**src/rtl/gray_pkg.sv**
```systemverilog
// Shared Gray-code helpers for the binary_to_gray_counter and gray_to_binary users.
package gray_pkg;

    localparam int GRAY_MAX_W = 32;

    typedef logic [GRAY_MAX_W-1:0] word_t;

    // Action selected for the counter on a clock edge, in priority order.
    typedef enum logic [1:0] {
        OP_HOLD = 2'd0,
        OP_STEP = 2'd1,
        OP_LOAD = 2'd2,
        OP_CLR  = 2'd3
    } op_e;

    // Binary to reflected Gray code.
    function automatic word_t bin2gray(input word_t b);
        return b ^ (b >> 1);
    endfunction

    // Reflected Gray code back to binary (prefix xor from the msb down).
    function automatic word_t gray2bin(input word_t g);
        word_t b;
        b = g;
        for (int s = 1; s < GRAY_MAX_W; s = s * 2) begin
            b = b ^ (b >> s);
        end
        return b;
    endfunction

    // True when exactly one bit differs between two codes.
    function automatic logic one_bit_change(input word_t a, input word_t b);
        word_t d;
        d = a ^ b;
        return (d != '0) && ((d & (d - word_t'(1))) == '0);
    endfunction

endpackage

```
**src/rtl/bin_to_gray.sv**
```systemverilog
// Purely combinational WIDTH-bit binary to Gray encoder, built as an xor chain.
module bin_to_gray #(
    parameter int WIDTH = 4
) (
    input  logic [WIDTH-1:0] bin,
    output logic [WIDTH-1:0] gray
);

    // The msb passes through; every lower bit is the xor of itself and its upper neighbour.
    assign gray[WIDTH-1] = bin[WIDTH-1];

    for (genvar i = 0; i < WIDTH - 1; i++) begin : g_xor
        assign gray[i] = bin[i+1] ^ bin[i];
    end

endmodule

```
**src/rtl/binary_to_gray_counter.sv**
```systemverilog
// Up/down binary counter with registered Gray output and a registered wrap pulse.
// Both codes are encoded from the next binary value so they update on the same edge.
module binary_to_gray_counter
    import gray_pkg::*;
#(
    parameter int WIDTH     = 4,
    parameter int RESET_VAL = 0
) (
    input  logic             clk,
    input  logic             rst_n,
    input  logic             clr,
    input  logic             load,
    input  logic [WIDTH-1:0] load_bin,
    input  logic             en,
    input  logic             up_dn,
    output logic [WIDTH-1:0] bin_out,
    output logic [WIDTH-1:0] gray_out,
    output logic             wrap
);

    localparam logic [WIDTH-1:0] RESET_BIN  = WIDTH'(RESET_VAL);
    localparam logic [WIDTH-1:0] RESET_GRAY = RESET_BIN ^ (RESET_BIN >> 1);

    op_e              op;
    logic [WIDTH-1:0] bin_step;
    logic             step_wraps;
    logic [WIDTH-1:0] bin_next;
    logic [WIDTH-1:0] gray_next;
    logic             wrap_next;

    // Resolve the synchronous controls into one action: clr > load > en > hold.
    always_comb begin
        // NOTE: every always_comb output gets a default first so no path infers a latch.
        op = OP_HOLD;
        if (clr) begin
            op = OP_CLR;
        end else if (load) begin
            op = OP_LOAD;
        end else if (en) begin
            op = OP_STEP;
        end
    end

    // Next binary value, the +/-1 step (modulo 2^WIDTH) and its wrap detect.
    always_comb begin
        bin_step   = up_dn ? (bin_out + WIDTH'(1)) : (bin_out - WIDTH'(1));
        step_wraps = up_dn ? (bin_out == '1) : (bin_out == '0);
        bin_next   = bin_out;
        wrap_next  = 1'b0;
        unique case (op)
            OP_CLR:  bin_next = '0;
            OP_LOAD: bin_next = load_bin;
            OP_STEP: begin
                bin_next  = bin_step;
                wrap_next = step_wraps;
            end
            default: bin_next = bin_out;
        endcase
    end

    bin_to_gray #(
        .WIDTH (WIDTH)
    ) u_enc (
        .bin  (bin_next),
        .gray (gray_next)
    );

    // Output registers; reset is asynchronous and kills any pending wrap pulse.
    always_ff @(posedge clk or negedge rst_n) begin
        if (!rst_n) begin
            bin_out  <= RESET_BIN;
            gray_out <= RESET_GRAY;
            wrap     <= 1'b0;
        end else begin
            // NOTE: non-blocking assignments so all three flops sample the same pre-edge values.
            bin_out  <= bin_next;
            gray_out <= gray_next;
            wrap     <= wrap_next;
        end
    end

endmodule

```
**config.mk**
```make
export PLATFORM = sky130hd
export DESIGN_NAME = binary_to_gray_counter
export DESIGN_NICKNAME = d
export VERILOG_FILES = /design/src/rtl/gray_pkg.sv /design/src/rtl/bin_to_gray.sv /design/src/rtl/binary_to_gray_counter.sv
export SDC_FILE = /design/constraint.sdc
export NUM_CORES = 1
export LEC_CHECK = 0
export CORE_UTILIZATION = 38
export DETAILED_ROUTE_END_ITERATION = 6
export PLACE_DENSITY_LB_ADDON = 0.25
export SYNTH_ARGS = -nofsm -noshare
export SYNTH_HDL_FRONTEND = slang
export SYNTH_SLANG_ARGS = --single-unit
```
**constraint.sdc**
```tcl
create_clock -name clk -period 1.6 [get_ports clk]
set_input_delay 0.48 -clock clk [delete_from_list [all_inputs] [get_ports clk]]
set_output_delay 0.48 -clock clk [all_outputs]
set_load 0.01 [all_outputs]
```
### Word-level counts from Yosys, hierarchy flattened

Cells that the tools add are included.

| operators by class | value |
|---|---|
| $add $sub $neg | 2 |
| equal/unequal tests | 4 |
| mux-type cells | 7 |
| bitwise logic cells | 3 |
| reductions and logical operators | 1 |

Operator list:

| operator | count |
|---|---|
| $pmux W4 S3 | 1 |
| $add A4 B1 Y4 const B | 1 |
| $eq A2 B2 Y1 const B | 2 |
| $eq A4 B4 Y1 const B | 1 |
| $logic_not A4 Y1 | 1 |
| $mux W2 | 2 |
| $mux W4 | 1 |
| $sub A4 B1 Y4 const B | 1 |
| $mux W1 | 3 |
| $xor A1 B1 Y1 | 3 |
| $eq A2 B1 Y1 const B | 1 |

| storage, ports and cells | value |
|---|---|
| bits in registers | 9 |
| bits of input ports | 10 |
| output and inout bits | 9 |
| word-level logic and storage cells | 20 |

### Longest topological paths before layout

Gate-level depths: netlist (run 1).

| logic depth | value |
|---|---|
| word-level depth | 6 |
| gate-level depth with buffers | 6 |
| gate-level depth less buffers | 6 |

### By module

From an unflattened synthesis (run 1), not the netlist that was laid out.

| unflattened totals | value |
|---|---|
| cells, all modules | 48 |
| area total of the unflattened synthesis | 508.0 um2 |

By module, submodules not included:

| module | times used | cells an instance | area each (um2) | seq. area each (um2) |
|---|---|---|---|---|
| binary_to_gray_counter | 1 | 44 | 474.2 | 225.2 |
| bin_to_gray | 1 | 4 | 33.8 | 0.0 |

### Least setup slack after synthesis (run 1)

No wires, ideal clock.

| timing path | value |
|---|---|
| path type | reg-to-reg |
| from | register bin_out[0] |
| to | register gray_out[2] |
| library setup time | 0.125 ns |
| arrival | 1.651 ns |
| required time | 1.475 ns |
| slack | -0.176 ns |
| cell stages (with the launch flop) | 7 |
| buffers on the path | 0 |
| period minus slack after synthesis | 1.776 ns |
| cells stage by stage | dfrtp_1 -> inv_1 -> fa_1 -> xnor2_1 -> a211oi_2 -> nor3_2 -> mux2_4 |

| between the ends | value |
|---|---|
| word-level cells in the longest chain between the ends | 4 |
| elaborated cells on any way between the ends | 5 |
| classes of those cells | 2 x add/sub; 2 x mux; 1 x bitwise |

Ends and longest elaborated chain:

| item | line | text |
|---|---|---|
| start: declaration | binary_to_gray_counter.sv:16 | `output logic [WIDTH-1:0] bin_out,` |
| start signal: assignment | binary_to_gray_counter.sv:76 | `bin_out <= bin_next;` |
| $sub A4 B1 Y4 / $add A4 B1 Y4 (equally long branches) | binary_to_gray_counter.sv:46 | `bin_step = up_dn ? (bin_out + WIDTH'(1)) : (bin_out - WIDTH'(1));` |
| $mux W4 * | binary_to_gray_counter.sv:46 |  |
| $pmux W4 S3 * | binary_to_gray_counter.sv:50 | `unique case (op)` |
| named net bin_next[2] | binary_to_gray_counter.sv:27 | `logic [WIDTH-1:0] bin_next;` |
| $xor A1 B1 Y1 * | bin_to_gray.sv:13 | `assign gray[i] = bin[i+1] ^ bin[i];` |
| named net gray_next[2] | binary_to_gray_counter.sv:28 | `logic [WIDTH-1:0] gray_next;` |
| end signal: assignment | binary_to_gray_counter.sv:77 | `gray_out <= gray_next;` |
| end: declaration | binary_to_gray_counter.sv:17 | `output logic [WIDTH-1:0] gray_out,` |

The timed path passes the listed nets; every way through them passes the cells marked *.

### Final worst setup path (run 1)

| timing path | value |
|---|---|
| from | register bin_out[1] |
| to | register gray_out[2] |

| between the ends | value |
|---|---|
| word-level cells in the longest chain between the ends | 4 |
| elaborated cells on any way between the ends | 5 |
| classes of those cells | 2 x add/sub; 2 x mux; 1 x bitwise |

Ends and longest elaborated chain:

| item | line |
|---|---|
| $sub A4 B1 Y4 / $add A4 B1 Y4 (equally long branches) | binary_to_gray_counter.sv:46 |
| $mux W4 * | binary_to_gray_counter.sv:46 |
| $pmux W4 S3 * | binary_to_gray_counter.sv:50 |
| $xor A1 B1 Y1 * | bin_to_gray.sv:13 |
| named net gray_next[2] | binary_to_gray_counter.sv:28 |

Marked as above.

==> summary.txt, run 1 <==
Synth
  • Area leader, netlist: dfrtp_1
  • Netlist cell types: 26
  • Sequential area share after synthesis: 0.377
  • Syn Nets: 61
  • Area contributors post-synth: dfrtp_1, xnor2_1, a211oi_2, ha_1, fa_1
  • YS warnings: 0
  • Yosys top cell area share: 0.377
  • Synthesis-stage register bit count: 8
  • Post-synthesis cell count: 48
  • Syn_area_per_cell: 11.1 um2
  • Synthesized area: 531 um2

Run status
  • Status: complete, but fails checks
  • Failing checks: setup timing

Finish
  • # nets final: 98
  • Diode count: 0
  • Core Util, Final: 0.688
  • Finished Layout Cells: 99
  • Multi-input gate area: 338 um2
  • Most common cell after layout, fill and taps aside: buf_4
  • Synthesis-to-finish area growth: 68.6%
  • Most frequent cells in the layout: buf_4, dfrtp_1, clkdlybuf4s50_1
  • Layout cells sized above 1: 0.452
  • Register Area: 201 um2
  • Filler Cells Inserted: 118

Critical path
  • Crit Path Category: reg2reg
  • Worst R2R Setup Slack: -0.10 ns
  • R2r startpoint: bin_out[1]
  • Critical path depth: 6
  • Worst Setup Start Kind: flop
  • Slowest stage delay, CP: 0.39 ns
  • Worst setup EP type: flop
  • Worst Reg-to-Reg Cells: 6
  • CP Data Arrival Time: 1.85 ns
  • Reg-to-reg endpoint: gray_out[2]
  • Worst EP required: 1.74 ns
  • Slowest-stage cell, CP: dfrtp_1
  • Crit-path cells: buf_4, ha_4, nand3_2, and4b_1, nor3_2, mux2_4
  • CP bufs+invs: 1
  • Critical Path Fanout Max: 2
  • Family with the most delay on the worst path: simple AND/OR/NAND/NOR gates

Die
  • Io pins: 19
  • CORE AREA: 1300 um2
  • Initial Utilization: 0.408
  • Die X: 39.4 um
  • Die area: 1550 um2
  • Standard-cell rows: 13
  • Die Y: 39.4 um

Power
  • Cell Pwr Density: 731 nW/um2
  • Worst VDD drop: 0.000526 V
  • Tot Pwr: 0.000654 W
  • Static Leak: 0.461 nW

Place
  • HPWL after DPL: 955 um
  • Setup WS pre-CTS: -0.765 ns
  • IO Port Bufs: 18
  • GPL Wtd Cong: 0.762
  • Placed Cells: 92

GRT
  • GRT Total Usage: 0.189
  • Most used routing layer: met2
  • Met2 GRT Util: 0.350
  • Grt met1 use: 0.175
  • First-pass GRT wire length: 1820 um
  • Largest net degree at the start of global routing: 9
  • Vias in the first global route: 437
  • GRT overflow: 0
  • Met3 Use GR: 0.0852
  • Initial antenna violation count: 0

STA
  • Clock skew: 0.00370 ns
  • Worst-margin pin slew: 0.354 ns
  • Fin. Hold Viols: 0
  • Final Setup Violations: 1
  • PnR worst setup slack: -0.101 ns
  • Fmax: 588 MHz
  • Max-slew headroom: 0.763
  • Max Slew Vio Count: 0
  • Unrepaired setup endpoints after global routing: yes
  • Final worst path period share: 1.06
  • Post-route minimum period: 1.70 ns

Drt
  • Vias: 477
  • Routed Antenna Nets: 0
  • Vias per cell: 4.82
  • DRC: 0
  • Initial drt markers: 2
  • DRT Pass-1 Iters: 2
  • Routed WL: 1230 um
  • WL per Instance: 12.4 um

CTS
  • CTS max path bufs: 2
  • Num Clock Sinks: 8
  • Hold_buf cts: 0
  • Clk_lat worst skew: 0.26 ns
  • Clk pin slew, worst setup/hold paths: 0.06 ns
  • Inserted Clock Buffers: 3
  • TritonCTS clock tree: built
  • H-tree Lvls: 1
  • Root Driver: clkbuf_4

Flow run
  • Total of max-cap violations: 0

Hold path
  • Hold Crit Class: in2async
==> metrics by stage <==
stage	hold WS [ns]	instance area [um2]	setup TNS (ns)
after floorplan	0.184	551	-0.0797
after global placement	0.723	832	-3.71
final	0.493	895	-0.101
after global routing	0.517	895	-0.306
after CTS	0.497	862	-0.118
after detailed placement	0.736	832	-3.91
==> how the worst max path moves through the flow <==
stage                          start          end  slack (ns)
after CTS                 bin_out[2]  gray_out[2]       -0.12
after detailed placement       up_dn  gray_out[2]       -0.77
after floorplan                up_dn  gray_out[2]       -0.08
after global routing      bin_out[0]  gray_out[2]       -0.17
after global placement         up_dn  gray_out[2]       -0.68
final                     bin_out[1]  gray_out[2]       -0.10
==> repair_timing <==
item	in CTS	in global routing
resized for setup	14	11
pin swaps	1	3
setup buffers	2	1
endpoints found under the hold margin	0	0
setup endpoints to repair	13	8
==> sequential cells by signal (all words and copies together), names as in the netlist <==
register	cells
bin_out	4
gray_out	3
wrap	1
==> per-layer routing <==
metal	part of all wire	up-vias
li1	-	238
met1	0.42	227
met2	0.53	12
met3	0.046	0
met4	0	0
met5	0	-
==> synth_stat cells <==
cell type and n:
xor2_1 2, o211ai_2 1, nor3_2 2, ha_1 2
nor2b_1 2, nor4_1 1, mux2i_1 2, or4_1 1
mux2_4 1, fa_1 1, and3_1 1, o21ba_2 1
a211oi_2 2, o31ai_1 1, and4b_1 1, nor3_1 1
nor2_1 2, a31oi_1 1, buf_4 2, dfrtp_1 8
nand2b_4 1, nand2b_1 2, xnor2_1 3, inv_1 5
nand3_1 1, a21oi_1 1
==> cell families after synthesis <==
kind of cell,share of synthesized area
XOR/XNOR,0.0826
multiplexers,0.0660
AO/OA/AOI/OAI,0.125
adder cells (fa/ha/maj),0.0849
flip-flops,0.377
AND/OR/NAND/NOR,0.200
buffers and inverters,0.0637
==> power breakdown <==
part / switching (W) / leakage [nW] / total (W) / internal (W)
Sequential: 0.00000833 / 0.101 / 0.000233 / 0.000224
Combinational: 0.000111 / 0.345 / 0.000252 / 0.000141
Clock: 0.0000736 / 0.0150 / 0.000169 / 0.0000957
Total: 0.000193 / 0.461 / 0.000654 / 0.000461
==> layout make-up <==
| class | instances | share of cell area |
|---|---|---|
| flip-flops and latches | 8 | 0.225 |
| multi-input cells | 33 | 0.378 |
| repair buffers | 34 | 0.326 |
| clock buffers | 4 | 0.0294 |
| well taps | 15 | 0.0210 |
| inverters | 5 | 0.0210 |
Note: power is estimated with default switching activity, not from simulation.
==> run 2: changes to the inputs <==
--- a/config.mk
+++ b/config.mk
@@ -6,8 +6,10 @@
 export NUM_CORES = 1
 export LEC_CHECK = 0
 export CORE_UTILIZATION = 38
+export CTS_CLUSTER_SIZE = 30
 export DETAILED_ROUTE_END_ITERATION = 6
-export PLACE_DENSITY_LB_ADDON = 0.25
+export PLACE_DENSITY = 0.76
 export SYNTH_ARGS = -nofsm -noshare
 export SYNTH_HDL_FRONTEND = slang
 export SYNTH_SLANG_ARGS = --single-unit
+export TNS_END_PERCENT = 100
==> summary.txt, run 2 (same netlist as run 1, synthesis figures left out) <==
Power
  • Sequential Power Share: 0.364 (+0.008)
  • Clk pwr share: 0.251 (-0.008)
  • Logic gate share of total power: 0.385 (about the same)
  • Sw Pwr: 0.000186 W (-3.6%)
  • Tot Pwr: 0.000649 W (-0.76%)
  • P_int: 0.000463 W (+0.40%)
  • Worst VDD drop: 0.000646 V (+23%)
  • Cell Pwr Density: 728 nW/um2 (-0.35%)
  • Switching share of total power: 0.287 (-0.00829)
  • Static Leak: 0.465 nW (+0.88%)

STA
  • Clock skew: 0.00452 ns (+0.000814 ns)
  • Post-route minimum period: 1.75 ns (+0.0506 ns)
  • Final worst path period share: 1.09 (+0.0316)
  • Max-slew headroom: 0.711 (-0.0519)
  • Fmax: 571 MHz (-2.9%)
  • Max Slew Vio Count: 0 (unchanged)
  • Final Setup Violations: 3 (+2)
  • Worst-margin pin slew: 0.429 ns (+0.0752 ns)
  • Unrepaired setup endpoints after global routing: yes
  • PnR worst setup slack: -0.151 ns (-0.0506 ns)
  • Fin. Hold Viols: 0 (unchanged)

CTS
  • Inserted Clock Buffers: 3 (unchanged)
  • Root Driver: clkbuf_4
  • CTS max path bufs: 2 (unchanged)
  • H-tree Lvls: 1 (unchanged)
  • Clk_lat worst skew: 0.25 ns (about the same)
  • Hold_buf cts: 0 (unchanged)
  • Num Clock Sinks: 8 (unchanged)
  • Clk pin slew, worst setup/hold paths: 0.05 ns (about the same)
  • TritonCTS clock tree: built

GRT
  • Vias in the first global route: 449 (+2.7%)
  • GRT overflow: 0 (unchanged)
  • First-pass GRT wire length: 1770 um (-3.0%)
  • Largest net degree at the start of global routing: 9 (unchanged)
  • GRT Total Usage: 0.184 (-0.00477)
  • Initial antenna violation count: 0 (unchanged)

Critical path
  • Worst EP required: 1.74 ns (about the same)
  • Worst setup EP type: flop
  • Worst Setup Start Kind: input port
  • Critical Path Fanout Max: 5 (+3)
  • Worst R2R Setup Slack: -0.11 ns (about the same)
  • Crit Path Category: in2reg
  • Reg-to-reg endpoint: gray_out[2]
  • R2r startpoint: bin_out[0]
  • Worst Reg-to-Reg Cells: 6 (unchanged)
  • CP Data Arrival Time: 1.89 ns (+0.04 ns)

Place
  • Placed Cells: 90 (-2.2%)
  • Setup WS pre-CTS: -0.729 ns (+0.0368 ns)
  • HPWL after DPL: 914 um (-4.3%)
  • Placed cell areas: 817 um2 (-1.8%)
  • GPL Wtd Cong: 0.745 (-2.3%)
  • IO Port Bufs: 18 (unchanged)

Finish
  • Finished Layout Cells: 98 (-1.0%)
  • Multi-input gate area: 333 um2 (-1.5%)
  • Max reg flops: 4 (unchanged)
  • # nets final: 97 (-1.0%)
  • Most common cell after layout, fill and taps aside: buf_4
  • Register Area: 203 um2 (+0.62%)
  • Cell area after layout: 891 um2 (-0.42%)
  • Synthesis-to-finish area growth: 67.9%
  • Most frequent cells in the layout: buf_4, clkdlybuf4s50_1, dfrtp_1
  • Largest reg by FF count: bin_out
  • Biggest regs: bin_out x4, gray_out x3, wrap x1
  • Layout cells sized above 1: 0.434 (-0.0186)
  • Filler Cells Inserted: 111 (-5.9%)
  • Diode count: 0 (unchanged)

Drt
  • Initial drt markers: 4 (+2)
  • DRC: 0 (unchanged)
  • DRT Pass-1 Iters: 3 (+1)
  • Vias per cell: 5.04 (+4.6%)
  • WL per Instance: 12.5 um (+0.94%)
  • Routed WL: 1230 um (about the same)
  • Vias: 494 (+3.6%)
  • Routed Antenna Nets: 0 (unchanged)

Flow run
  • Total of max-cap violations: 0 (unchanged)

Die
  • Die area: 1550 um2 (unchanged)
  • Standard-cell rows: 13 (unchanged)
  • Die X: 39.4 um (unchanged)
  • CORE AREA: 1300 um2 (unchanged)
  • Io pins: 19 (unchanged)
  • Initial Utilization: 0.408 (unchanged)
  • Die Y: 39.4 um (unchanged)

Run status
  • Status: complete, but fails checks
  • Failing checks: setup timing

Hold path
  • Hold Crit Class: in2async
-- run 2: cell types whose count changed in the layout (fill, tap and decap cells not counted), sizes merged --
cell          change
clkbuf            -1
dlymetal6s2s      +1
buf               -1
-- run 2: layer usage --
| metal | track usage | up-vias | routed length [um] |
|---|---|---|---|
| li1 | - | 237 | - |
| met1 | 0.220 | 233 | 492 |
| met4 | 0.112 | 0 | 35 |
| met3 | 0.0852 | 6 | 60 |
| met2 | 0.263 | 18 | 638 |
| met5 | 0 | - | 0 |
-- run 2: power groups by stage --
stage	clock network, W	logic, W	registers [W]
finish	0.000163	0.000250	0.000236
global route	0.000182	0.000273	0.000239
CTS	0.000168	0.000241	0.000236
detailed placement	0	0.000238	0.000240
global placement	0	0.000237	0.000241
floorplan	0	0.000103	0.000254
-- run 2: how the worst max path moves through the flow --
stage | startpoint | end | depth (start not counted) | slack, ns
3_3_place_gp | up_dn | gray_out[2] | 7 | -0.68
3_5_place_dp | up_dn | gray_out[2] | 7 | -0.73
2_1_floorplan | up_dn | gray_out[2] | 5 | -0.08
6_report | load | gray_out[2] | 5 | -0.15
5_1_grt | load | gray_out[2] | 5 | -0.20
4_1_cts | bin_out[0] | gray_out[2] | 6 | -0.13
-- run 2: critical path, stage by stage --
cell             delay [ns]
clkdlybuf4s50_1        0.42
buf_4                  0.16
o31ai_1                0.42
nor3_2                 0.11
mux2_4                 0.30
-- run 2: layout make-up --
| cell class | instances | area share |
|---|---|---|
| Tap cell | 15 | 0.0211 |
| Inverter | 5 | 0.0211 |
| Sequential cell | 8 | 0.228 |
| Multi-Input combinational cell | 33 | 0.374 |
| Timing Repair Buffer | 33 | 0.327 |
| Clock buffer | 4 | 0.0295 |
-- run 2: what timing repair did --
action | CTS | global route
setup endpoints to repair | 12 | 10
pin swaps | 3 | 2
endpoints found under the hold margin | 0 | 0
gates resized for setup | 13 | 10
setup buffers | 3 | 1
-- run 2: through the flow --
| step | util | hold WS, ns | TNS, ns |
|---|---|---|---|
| finish | 0.685 | 0.490 | -0.276 |
| global route | 0.685 | 0.508 | -0.611 |
| CTS | 0.659 | 0.498 | -0.237 |
| detailed placement | 0.628 | 0.759 | -3.88 |
| global placement | 0.628 | 0.763 | -3.82 |
| floorplan | - | 0.184 | -0.0797 |
